--- src/rtl/datamem_pkg.sv ---
// Shared definitions for the data-memory responder and its load alignment helper.
package datamem_pkg;

  localparam logic [2:0] F3_B  = 3'b000;
  localparam logic [2:0] F3_H  = 3'b001;
  localparam logic [2:0] F3_W  = 3'b010;
  localparam logic [2:0] F3_BU = 3'b100;
  localparam logic [2:0] F3_HU = 3'b101;

  typedef enum logic [2:0] {
    IDLE,
    WAIT,
    ACCESS0,
    ACCESS1,
    RESP
  } datamem_state_t;

  function automatic logic [2:0] size_bytes(input logic [2:0] funct3);
    case (funct3[1:0])
      2'b00:   size_bytes = 3'd1;
      2'b01:   size_bytes = 3'd2;
      default: size_bytes = 3'd4;
    endcase
  endfunction

endpackage

--- src/rtl/datamem_load_align.sv ---
// Combinational load alignment: merges two beat words, shifts by byte offset, extends per funct3.
// No latency, no flow control.
module datamem_load_align (
  input  logic [31:0] word0,
  input  logic [31:0] word1,
  input  logic [1:0]  offset,
  input  logic [2:0]  funct3,
  output logic [31:0] data
);
  import datamem_pkg::*;

  logic [31:0] raw;

  always_comb begin
    raw = 32'({word1, word0} >> {offset, 3'b000});
    case (funct3)
      F3_B:    data = {{24{raw[7]}}, raw[7:0]};
      F3_H:    data = {{16{raw[15]}}, raw[15:0]};
      F3_BU:   data = {24'h0, raw[7:0]};
      F3_HU:   data = {16'h0, raw[15:0]};
      default: data = raw;
    endcase
  end

endmodule

--- src/rtl/datamem_responder.sv ---
// Byte-addressed data memory behind a valid/ready request/response port; one request in flight.
// Response after WAIT_CYCLES+1 cycles (+1 when split); holds in RESP while resp_ready is low.
module datamem_responder #(
  parameter int DEPTH_WORDS = 32,
  parameter int WAIT_CYCLES = 1
) (
  input  logic        clk,
  input  logic        rst_n,
  input  logic        req_valid,
  output logic        req_ready,
  input  logic        req_wr_enable,
  input  logic [2:0]  req_funct3,
  input  logic [31:0] req_addr,
  input  logic [31:0] req_wr_data,
  output logic        resp_valid,
  input  logic        resp_ready,
  output logic [31:0] resp_rd_data,
  output logic        resp_error
);
  import datamem_pkg::*;

  localparam int          AW    = $clog2(DEPTH_WORDS);
  localparam logic [32:0] LIMIT = 33'(DEPTH_WORDS * 4);

  logic [3:0][7:0] mem [DEPTH_WORDS];

  datamem_state_t  state;
  logic [3:0]      wait_cnt;
  logic            wr_q;
  logic            err_q;
  logic [2:0]      f3_q;
  logic [AW+1:0]   addr_q;
  logic [31:0]     wdat_q;
  logic [31:0]     word0_q;

  logic [2:0]      req_size;
  logic [32:0]     req_last;
  logic            f3_bad;
  logic            req_err;

  logic [2:0]      size_q;
  logic [1:0]      off;
  logic            split;
  logic [3:0]      size_mask;
  logic [7:0]      be64;
  logic [63:0]     wdat64;
  logic [AW-1:0]   base_idx;
  logic [AW-1:0]   cur_idx;
  logic [3:0]      cur_be;
  logic [31:0]     cur_wdat;
  logic [31:0]     rd_word;
  logic [31:0]     align_word0;
  logic [31:0]     load_dat;
  logic            mem_we;

  // Legality is decided at accept; the last-byte check is 33 bits wide so addresses never wrap.
  always_comb begin
    req_size = size_bytes(req_funct3);
    req_last = {1'b0, req_addr} + 33'(req_size) - 33'd1;
    if (req_wr_enable)
      f3_bad = req_funct3[2] || (req_funct3[1:0] == 2'b11);
    else
      f3_bad = (req_funct3 == 3'b011) || (req_funct3 == 3'b110) || (req_funct3 == 3'b111);
    req_err = f3_bad || (req_last >= LIMIT);
  end

  always_comb begin
    size_q    = size_bytes(f3_q);
    off       = addr_q[1:0];
    split     = ({2'b00, off} + {1'b0, size_q}) > 4'd4;
    case (size_q)
      3'd1:    size_mask = 4'b0001;
      3'd2:    size_mask = 4'b0011;
      default: size_mask = 4'b1111;
    endcase
    be64      = {4'b0000, size_mask} << off;
    wdat64    = {32'h0, wdat_q} << {off, 3'b000};
    base_idx  = addr_q[AW+1:2];
    cur_idx   = (state == ACCESS1) ? base_idx + 1'b1 : base_idx;
    cur_be    = (state == ACCESS1) ? be64[7:4] : be64[3:0];
    cur_wdat  = (state == ACCESS1) ? wdat64[63:32] : wdat64[31:0];
    rd_word   = mem[cur_idx];
    align_word0 = (state == ACCESS1) ? word0_q : rd_word;
    mem_we    = wr_q && !err_q && ((state == ACCESS0) || (state == ACCESS1));
  end

  datamem_load_align u_align (
    .word0  (align_word0),
    .word1  (rd_word),
    .offset (off),
    .funct3 (f3_q),
    .data   (load_dat)
  );

  always_ff @(posedge clk) begin
    if (mem_we) begin
      for (int i = 0; i < 4; i++) begin
        if (cur_be[i]) mem[cur_idx][i] <= cur_wdat[8*i +: 8];
      end
    end
  end

  always_ff @(posedge clk or negedge rst_n) begin
    if (!rst_n) begin
      state        <= IDLE;
      req_ready    <= 1'b1;
      resp_valid   <= 1'b0;
      resp_rd_data <= 32'h0;
      resp_error   <= 1'b0;
      wait_cnt     <= 4'd0;
      wr_q         <= 1'b0;
      err_q        <= 1'b0;
      f3_q         <= 3'd0;
      addr_q       <= '0;
      wdat_q       <= 32'h0;
      word0_q      <= 32'h0;
    end else begin
      case (state)
        IDLE: begin
          if (req_valid && req_ready) begin
            wr_q      <= req_wr_enable;
            err_q     <= req_err;
            f3_q      <= req_funct3;
            addr_q    <= req_addr[AW+1:0];
            wdat_q    <= req_wr_data;
            req_ready <= 1'b0;
            if (WAIT_CYCLES == 0) begin
              state <= ACCESS0;
            end else begin
              state    <= WAIT;
              wait_cnt <= 4'(WAIT_CYCLES - 1);
            end
          end
        end
        WAIT: begin
          if (wait_cnt == 4'd0) state <= ACCESS0;
          else                  wait_cnt <= wait_cnt - 4'd1;
        end
        // Errors still pass through ACCESS0 so they share the single-word response timing.
        ACCESS0: begin
          if (err_q) begin
            resp_error   <= 1'b1;
            resp_rd_data <= 32'h0;
            resp_valid   <= 1'b1;
            state        <= RESP;
          end else if (split) begin
            word0_q <= rd_word;
            state   <= ACCESS1;
          end else begin
            resp_error   <= 1'b0;
            resp_rd_data <= wr_q ? 32'h0 : load_dat;
            resp_valid   <= 1'b1;
            state        <= RESP;
          end
        end
        ACCESS1: begin
          resp_error   <= 1'b0;
          resp_rd_data <= wr_q ? 32'h0 : load_dat;
          resp_valid   <= 1'b1;
          state        <= RESP;
        end
        RESP: begin
          if (resp_ready) begin
            resp_valid   <= 1'b0;
            resp_error   <= 1'b0;
            resp_rd_data <= 32'h0;
            req_ready    <= 1'b1;
            state        <= IDLE;
          end
        end
        default: state <= IDLE;
      endcase
    end
  end

endmodule

--- config.mk ---
export PLATFORM = sky130hd
export DESIGN_NAME = datamem_responder
export DESIGN_NICKNAME = d
export VERILOG_FILES = /design/src/rtl/datamem_pkg.sv /design/src/rtl/datamem_load_align.sv /design/src/rtl/datamem_responder.sv
export SDC_FILE = /design/constraint.sdc
export NUM_CORES = 1
export LEC_CHECK = 0
export ABC_AREA = 1
export CORE_MARGIN = 8
export CORE_UTILIZATION = 42
export CTS_BUF_LIST = sky130_fd_sc_hd__clkbuf_2 sky130_fd_sc_hd__clkbuf_4 sky130_fd_sc_hd__clkbuf_8
export DETAILED_ROUTE_END_ITERATION = 16
export SYNTH_ARGS = -nofsm -noshare
export SYNTH_HDL_FRONTEND = slang
export SYNTH_SLANG_ARGS = --single-unit
--- constraint.sdc ---
create_clock -name clk -period 3.5 [get_ports clk]
set_input_delay 0.7 -clock clk [delete_from_list [all_inputs] [get_ports clk]]
set_output_delay 0.7 -clock clk [all_outputs]
set_load 0.02 [all_outputs]
* Yosys cells after proc, flatten, opt, wreduce, memory -nomap -nowiden
Memories as Yosys holds them, arrays and structs flattened. Index checks and enable logic that the tools add are counted.
Word-level totals: flip-flop bits (word level) 118, bits in writable memories 1024, output and inout bits 35, memories 1
Memory list:
- mem | words 32, width 32, read ports 1, clocked after Yosys merged registers in 0, write ports 1, RTL line datamem_responder.sv:25 | logic [3:0][7:0] mem [DEPTH_WORDS];
Cells by class: shifts and indexed selects 3, eq/ne operators 20, add/subtract/negate cells 5, reduce and logical (&&, ||, !) cells 23, multiplexer cells 45, bitwise operators 1, $lt $le $gt $ge 2
Operator list (number):
- $mux 32 | 6
- $pmux 32 s4 | 1
- $pmux 32 s3 | 1
- $shl 32x5->64 | 1
- $shr 64x5->32 | 1
- $add 32x3->33 | 1
- $ge 33x8->1 const B | 1
- $sub 33x1->33 const B | 1
- $mux 1 | 20
- $pmux 4 s2 | 2
- $eq 3x3->1 const B | 5
- $mux 3 | 5
- $pmux 3 s5 | 1
- $reduce_and 3->1 | 5
- $eq 3x2->1 const B | 4
- $mux 4 | 3
- $pmux 3 s2 | 2
- $eq 3x1->1 const B | 3
- $ne 2x2->1 const B | 4
- $shl 4x2->8 | 1
- $logic_not 3->1 | 2
- $pmux 1 s3 | 2
- $add 5x1->5 const B | 1
- $logic_or 1x1->1 | 5
- 16 further kinds | 21

* Depth between registers and ports, before layout
An unclocked memory read counts as a cell.
word-level depth 10, gate-level depth with buffers 23

* Cells and area by module
A second synthesis with hierarchy kept.
Second synthesis, totals: cell total of the unflattened synthesis 4575, area total of the unflattened synthesis 49349.8 sq um
By module, submodules not included:
- datamem_responder | times used 1, area an instance 48166.2 sq um, seq. area each 33703.6 sq um, cells an instance 4342
- datamem_load_align | times used 1, area an instance 1183.6 sq um, seq. area each 0.0 sq um, cells an instance 233

* Worst setup path before layout
OpenSTA, ideal clock, no wires.
kind input to register, start point in req_funct3[1], end point reg err_q, library setup time 117 ps, arrival time 2956 ps, slack 427 ps, required time 3383 ps, cell stages on the path 19, buffers on the path 0, cells stage by stage inv_1 -> nand2_1 -> ha_1 -> inv_1 -> ha_1 -> inv_1 -> fa_1 -> nor3_1 -> nor2_1 -> o21ai_0 -> nand3_1 -> nand2_1 -> xor2_1 -> nor2_1 -> nand2_1 -> nor2_1 -> nand4_1 -> nand2_1 -> nand2_1
On the way: cells in the longest elaborated chain, start to end 6, elaborated cells on any way between the ends 15, those cells by class 2 x add/sub; 1 x order compare; 5 x eq/ne; 2 x mux; 5 x reduce/logical
Ends and longest elaborated chain:
- from (decl) | RTL line datamem_responder.sv:12 | input logic [2:0] req_funct3,
- $eq 2x1->1 or $logic_not 2->1 (tied branches) | RTL line datamem_pkg.sv:19 | case (funct3[1:0])
- $pmux 3 s2 | RTL line datamem_pkg.sv:19
- $add 32x3->33 | RTL line datamem_responder.sv:59 | req_last = {1'b0, req_addr} + 33'(req_size) - 33'd1;
- $sub 33x1->33 | RTL line datamem_responder.sv:59
- $ge 33x8->1 | RTL line datamem_responder.sv:64 | req_err = f3_bad || (req_last >= LIMIT);
- $logic_or 1x1->1 * | RTL line datamem_responder.sv:64
- to (signal assigned) | RTL line datamem_responder.sv:122 | err_q <= req_err;
- to (decl) | RTL line datamem_responder.sv:30 | logic err_q;
Every way passes the cells marked *; elsewhere a longest branch is shown, timed or not. A chain may end at the register's enable or synchronous reset.

* Final worst setup path
start point reg addr_q[2], end point reg resp_rd_data[22]
On the way: cells in the longest elaborated chain, start to end 10
Ends and longest elaborated chain:
- from (decl) | RTL line datamem_responder.sv:32 | logic [AW+1:0] addr_q;
- from (signal assigned) | RTL line datamem_responder.sv:124 | addr_q <= req_addr[AW+1:0];
- $add 5x1->5 | RTL line datamem_responder.sv:79 | cur_idx = (state == ACCESS1) ? base_idx + 1'b1 : base_idx;
- $mux 5 * | RTL line datamem_responder.sv:79
- $mem_v2 32x32 *
- $mux 32 | RTL line datamem_responder.sv:83 | align_word0 = (state == ACCESS1) ? word0_q : rd_word;
- $shr 64x5->32 * | RTL line datamem_load_align.sv:15 | raw = 32'({word1, word0} >> {offset, 3'b000});
- $pmux 32 s4 * | RTL line datamem_load_align.sv:16 | case (funct3)
- $mux 32 * | RTL line datamem_responder.sv:151, datamem_responder.sv:158
- $mux 32 | RTL line datamem_responder.sv:146 | end else if (split) begin
- $mux 32 | RTL line datamem_responder.sv:141 | if (err_q) begin
- $pmux 32 s3 * | RTL line datamem_responder.sv:118 | case (state)
- to (signal assigned) | RTL line datamem_responder.sv:151 | resp_rd_data <= wr_q ? 32'h0 : load_dat;
- to (signal assigned) | RTL line datamem_responder.sv:158 | resp_rd_data <= wr_q ? 32'h0 : load_dat;
- to (decl) | RTL line datamem_responder.sv:17 | output logic [31:0] resp_rd_data,
Every way passes the cells marked *; elsewhere a longest branch is shown, timed or not. The select of a mux whose other input is x is not followed.

==> results_dict.tcl <==
set metrics [dict create \
    status "finished, final reports clean" \
    yosys.area_share.simple 0.2611 \
    clkLatencyLatePin_ns 0.88 \
    synth-edff-count 1024 \
    drive_gt1_frac 0.1362 \
    grt_first_pass_wirelength_um 238300 \
    cts.htree.levels 4 \
    overflow 0 \
    cts_buffers 184 \
    die-area_um2 133400 \
    fin_cells 7425 \
    crit_type "register to register" \
    die_w_um 365.3 \
    synth_xor_area_frac 0.003737 \
    synthTopCellsByCount "nand2_1 (2336), edfxtp_1 (1024), nand3_1 (627)" \
    yosys_warnings 0 \
    antenna_found_initial 2 \
    rsz0062_at_grt "true" \
    ys_seq_area_frac 0.6579 \
    min_path_type "primary input to asynchronous set/reset pin" \
    arrival_ns 4.19 \
    syn_area_per_cell_um2 9.813 \
    synth_area_leaders "edfxtp_1 (60%), nand2_1 (17%), nand3_1 (6.1%)" \
    io_pins 107 \
    synth_area_um2 51230 \
    slew_headroom 0.2152 \
    worst_slew_pin_slew_ns 1.173 \
    fin_crit_sh 0.9922 \
    finClkSkew_ns 0.06189 \
    vias 39041 \
    synthMuxAreaShare 0 \
    synth_most_common_cell "nand2_1" \
    cp_slowest_cell "nor2_1" \
    layout_min_cycle_time_ns 3.473 \
    worst_ir_drop_vdd_uv 376.1 \
    area_delta_synth_final_pct 18.67 \
    fillers 11184 \
    syn_inst 5221 \
    firstDrtPassIters 8 \
    drc 0 \
    gp_congestion 0.9130 \
    finalHoldViolations 0 \
    synth_flop_cell "edfxtp_1" \
    max-cap-violations 0 \
    grt_max_degree 77 \
    r2r_start "addr_q[2]" \
    wirelength_um 160100 \
    final_nets 5771 \
    drt_iter0_markers 4083 \
    cp-startpoint "addr_q[2]" \
    cts.sinks 1142 \
    hold_ws_ns 0.3742 \
    r2r_cells 17 \
    yosysUniqueCellTypes 46 \
    regToRegSetupSlack_ns 0.03 \
    dpl.hpwl_um 103000 \
    start_util 0.4220 \
    die_h_um 365.3 \
    synth_seq_cells 1142 \
    cts-root-buf "clkbuf_8" \
    cts_buffer_depth 3 \
    core_um2 121400 \
    cp-end-kind "register" \
    timing.fmax_mhz 288.0 \
    detail_route.vias_per_cell 5.258 \
    setup_violations 0 \
    power.leakage_nw 22.48 \
    critPathLaunchType "register" \
    portBuffers 106 \
    synth_nets 5336 \
    synth.largest_area_cell "edfxtp_1" \
    clk_pin_slew_ns 0.07 \
    required_ns 4.22 \
    dpl.cell_count 7072 \
    p_per_area_nw_per_um2 442.7 \
    worstPathCellList "ha_1 -> inv_1 -> o21ai_4 -> nor2_4 -> clkbuf_16 -> nand2_1 -> nand2_1 -> o21ai_1 -> nand2_1 -> nor2_1 -> nand3_1 -> nand3_1 -> nand2_1 -> inv_1 -> a21oi_1 -> nand2_1 -> nand2_1" \
    synth_compound_area_frac 0.02938 \
    synth_top_family_by_area "simple AND/OR/NAND/NOR gates" \
    fin_util 0.5008 \
    worstReg2RegEnd "resp_rd_data[22]" \
    rows 128 \
    synth_top_area_frac 0.6002 \
    track_usage 0.2355 \
    ant_nets 0 \
    crit_fanout 19 \
    wl_per_cell_um 21.56 \
    grt_pass1_vias 37914 \
    crit_end "resp_rd_data[22]" \
    async_reset_ff_frac 0.1033 \
    crit_top_cell "nand2_1" \
    critPathMaxStageDelay_ns 0.60 \
    cts_tree "done" \
    maxSlewViolCount 0 \
    synthAdderAreaFrac 0.01079 \
]
-- final cells by class --
cell class / instances / area (um2) / area share
Antenna cell: 1 / 2.502 / 0.00004116
Sequential cell: 1142 / 33710 / 0.5544
Timing Repair Buffer: 523 / 4855 / 0.07985
Inverter: 144 / 554.3 / 0.009117
Clock inverter: 74 / 563.0 / 0.009261
Multi-Input combinational cell: 3661 / 15940 / 0.2622
Tap cell: 1625 / 2033 / 0.03344
Clock buffer: 255 / 3141 / 0.05166
-- per-layer routing --
| layer | GRT usage | vias to the layer above | wire length, um |
|---|---|---|---|
| li1 | - | 18389 | - |
| met1 | 0.3231 | 18899 | 67930 |
| met2 | 0.3734 | 1462 | 74320 |
| met3 | 0.04039 | 291 | 11890 |
| met4 | 0.09408 | 0 | 5945 |
| met5 | 0 | - | 0 |
-- registers in the layout (all words and copies together), names as in the netlist, 3 cells and up --
name	flops
wdat_q	32
mem	1024
resp_rd_data	32
wait_cnt	4
f3_q	3
word0_q	32
addr_q	7
state	3
-- per-stage QoR --
step / area (um2) / setup WS (ns) / total power [mW] / setup TNS, ns
floorplan: 51230 / 0.4272 / 15.21 / 0
global placement: 56750 / -0.3933 / 15.52 / -0.4164
detailed placement: 56750 / -0.3592 / 15.52 / -0.5129
CTS: 60530 / 0.02233 / 27.09 / 0
global route: 60800 / -0.03827 / 27.71 / -0.1483
finish: 60800 / 0.02731 / 26.91 / 0
-- layout by cell type (no fill, tap or decap), types with 41 or more instances in the layout --
| master | netlist | final |
|---|---|---|
| ha_1 | 41 | 41 |
| nand3_1 | 627 | 627 |
| dfrtp_1 | 117 | 114 |
| a21oi_1 | 121 | 110 |
| clkbuf_8 | 0 | 196 |
| buf_12 | 0 | 49 |
| clkinv_1 | 2 | 41 |
| clkbuf_4 | 0 | 59 |
| nand2_1 | 2336 | 2334 |
| clkdlybuf4s50_1 | 0 | 105 |
| inv_1 | 136 | 135 |
| o21ai_0 | 113 | 103 |
| buf_4 | 17 | 362 |
| edfxtp_1 | 1024 | 1024 |
| nor2_1 | 303 | 292 |
-- power by group --
group,switching [mW],leakage (nW),internal (mW)
combinational,0.324,12.1,0.263
clock,5.36,1.95,6.32
sequential,0,8.46,14.6
total,5.68,22.5,21.2
-- timing repair --
item	in CTS	in global routing
endpoints found under the setup margin	16	32
gates resized for setup	4	21
cloned	0	2
setup buffers	4	16
pin swaps	3	10
endpoints found under the hold margin	36	0
hold buffers	1	0
-- worst min-delay path by stage --
stage                         start              end  cells after the start
finish                        rst_n      word0_q[15]                      2
global route         req_wr_data[7]        wdat_q[7]                      3
CTS                           rst_n      word0_q[15]                      2
detailed placement  resp_rd_data[8]  resp_rd_data[8]                      2
global placement        word0_q[11]      word0_q[11]                      2
floorplan                     rst_n        addr_q[0]                      0
-- kinds of logic (layout without fill, tap and decap cells) --
kind of cell	count (synthesis)	after routing
compound gates	287	287
xor+xnor	21	21
fa+ha+maj	43	43
buf+inv	418	996
flops	1142	1142
other cells	0	1
simple gates	3310	3310
-- critical path: cells and delay by family (launching register included) --
kind / cells / cell delay [ns]
adder cells (fa/ha/maj): 1 / 0.30
AND/OR/NAND/NOR: 10 / 1.67
buffers and inverters: 3 / 0.39
AO/OA/AOI/OAI: 3 / 0.54
flip-flops: 1 / 0.41
Note: power is estimated with default switching activity, not from simulation.
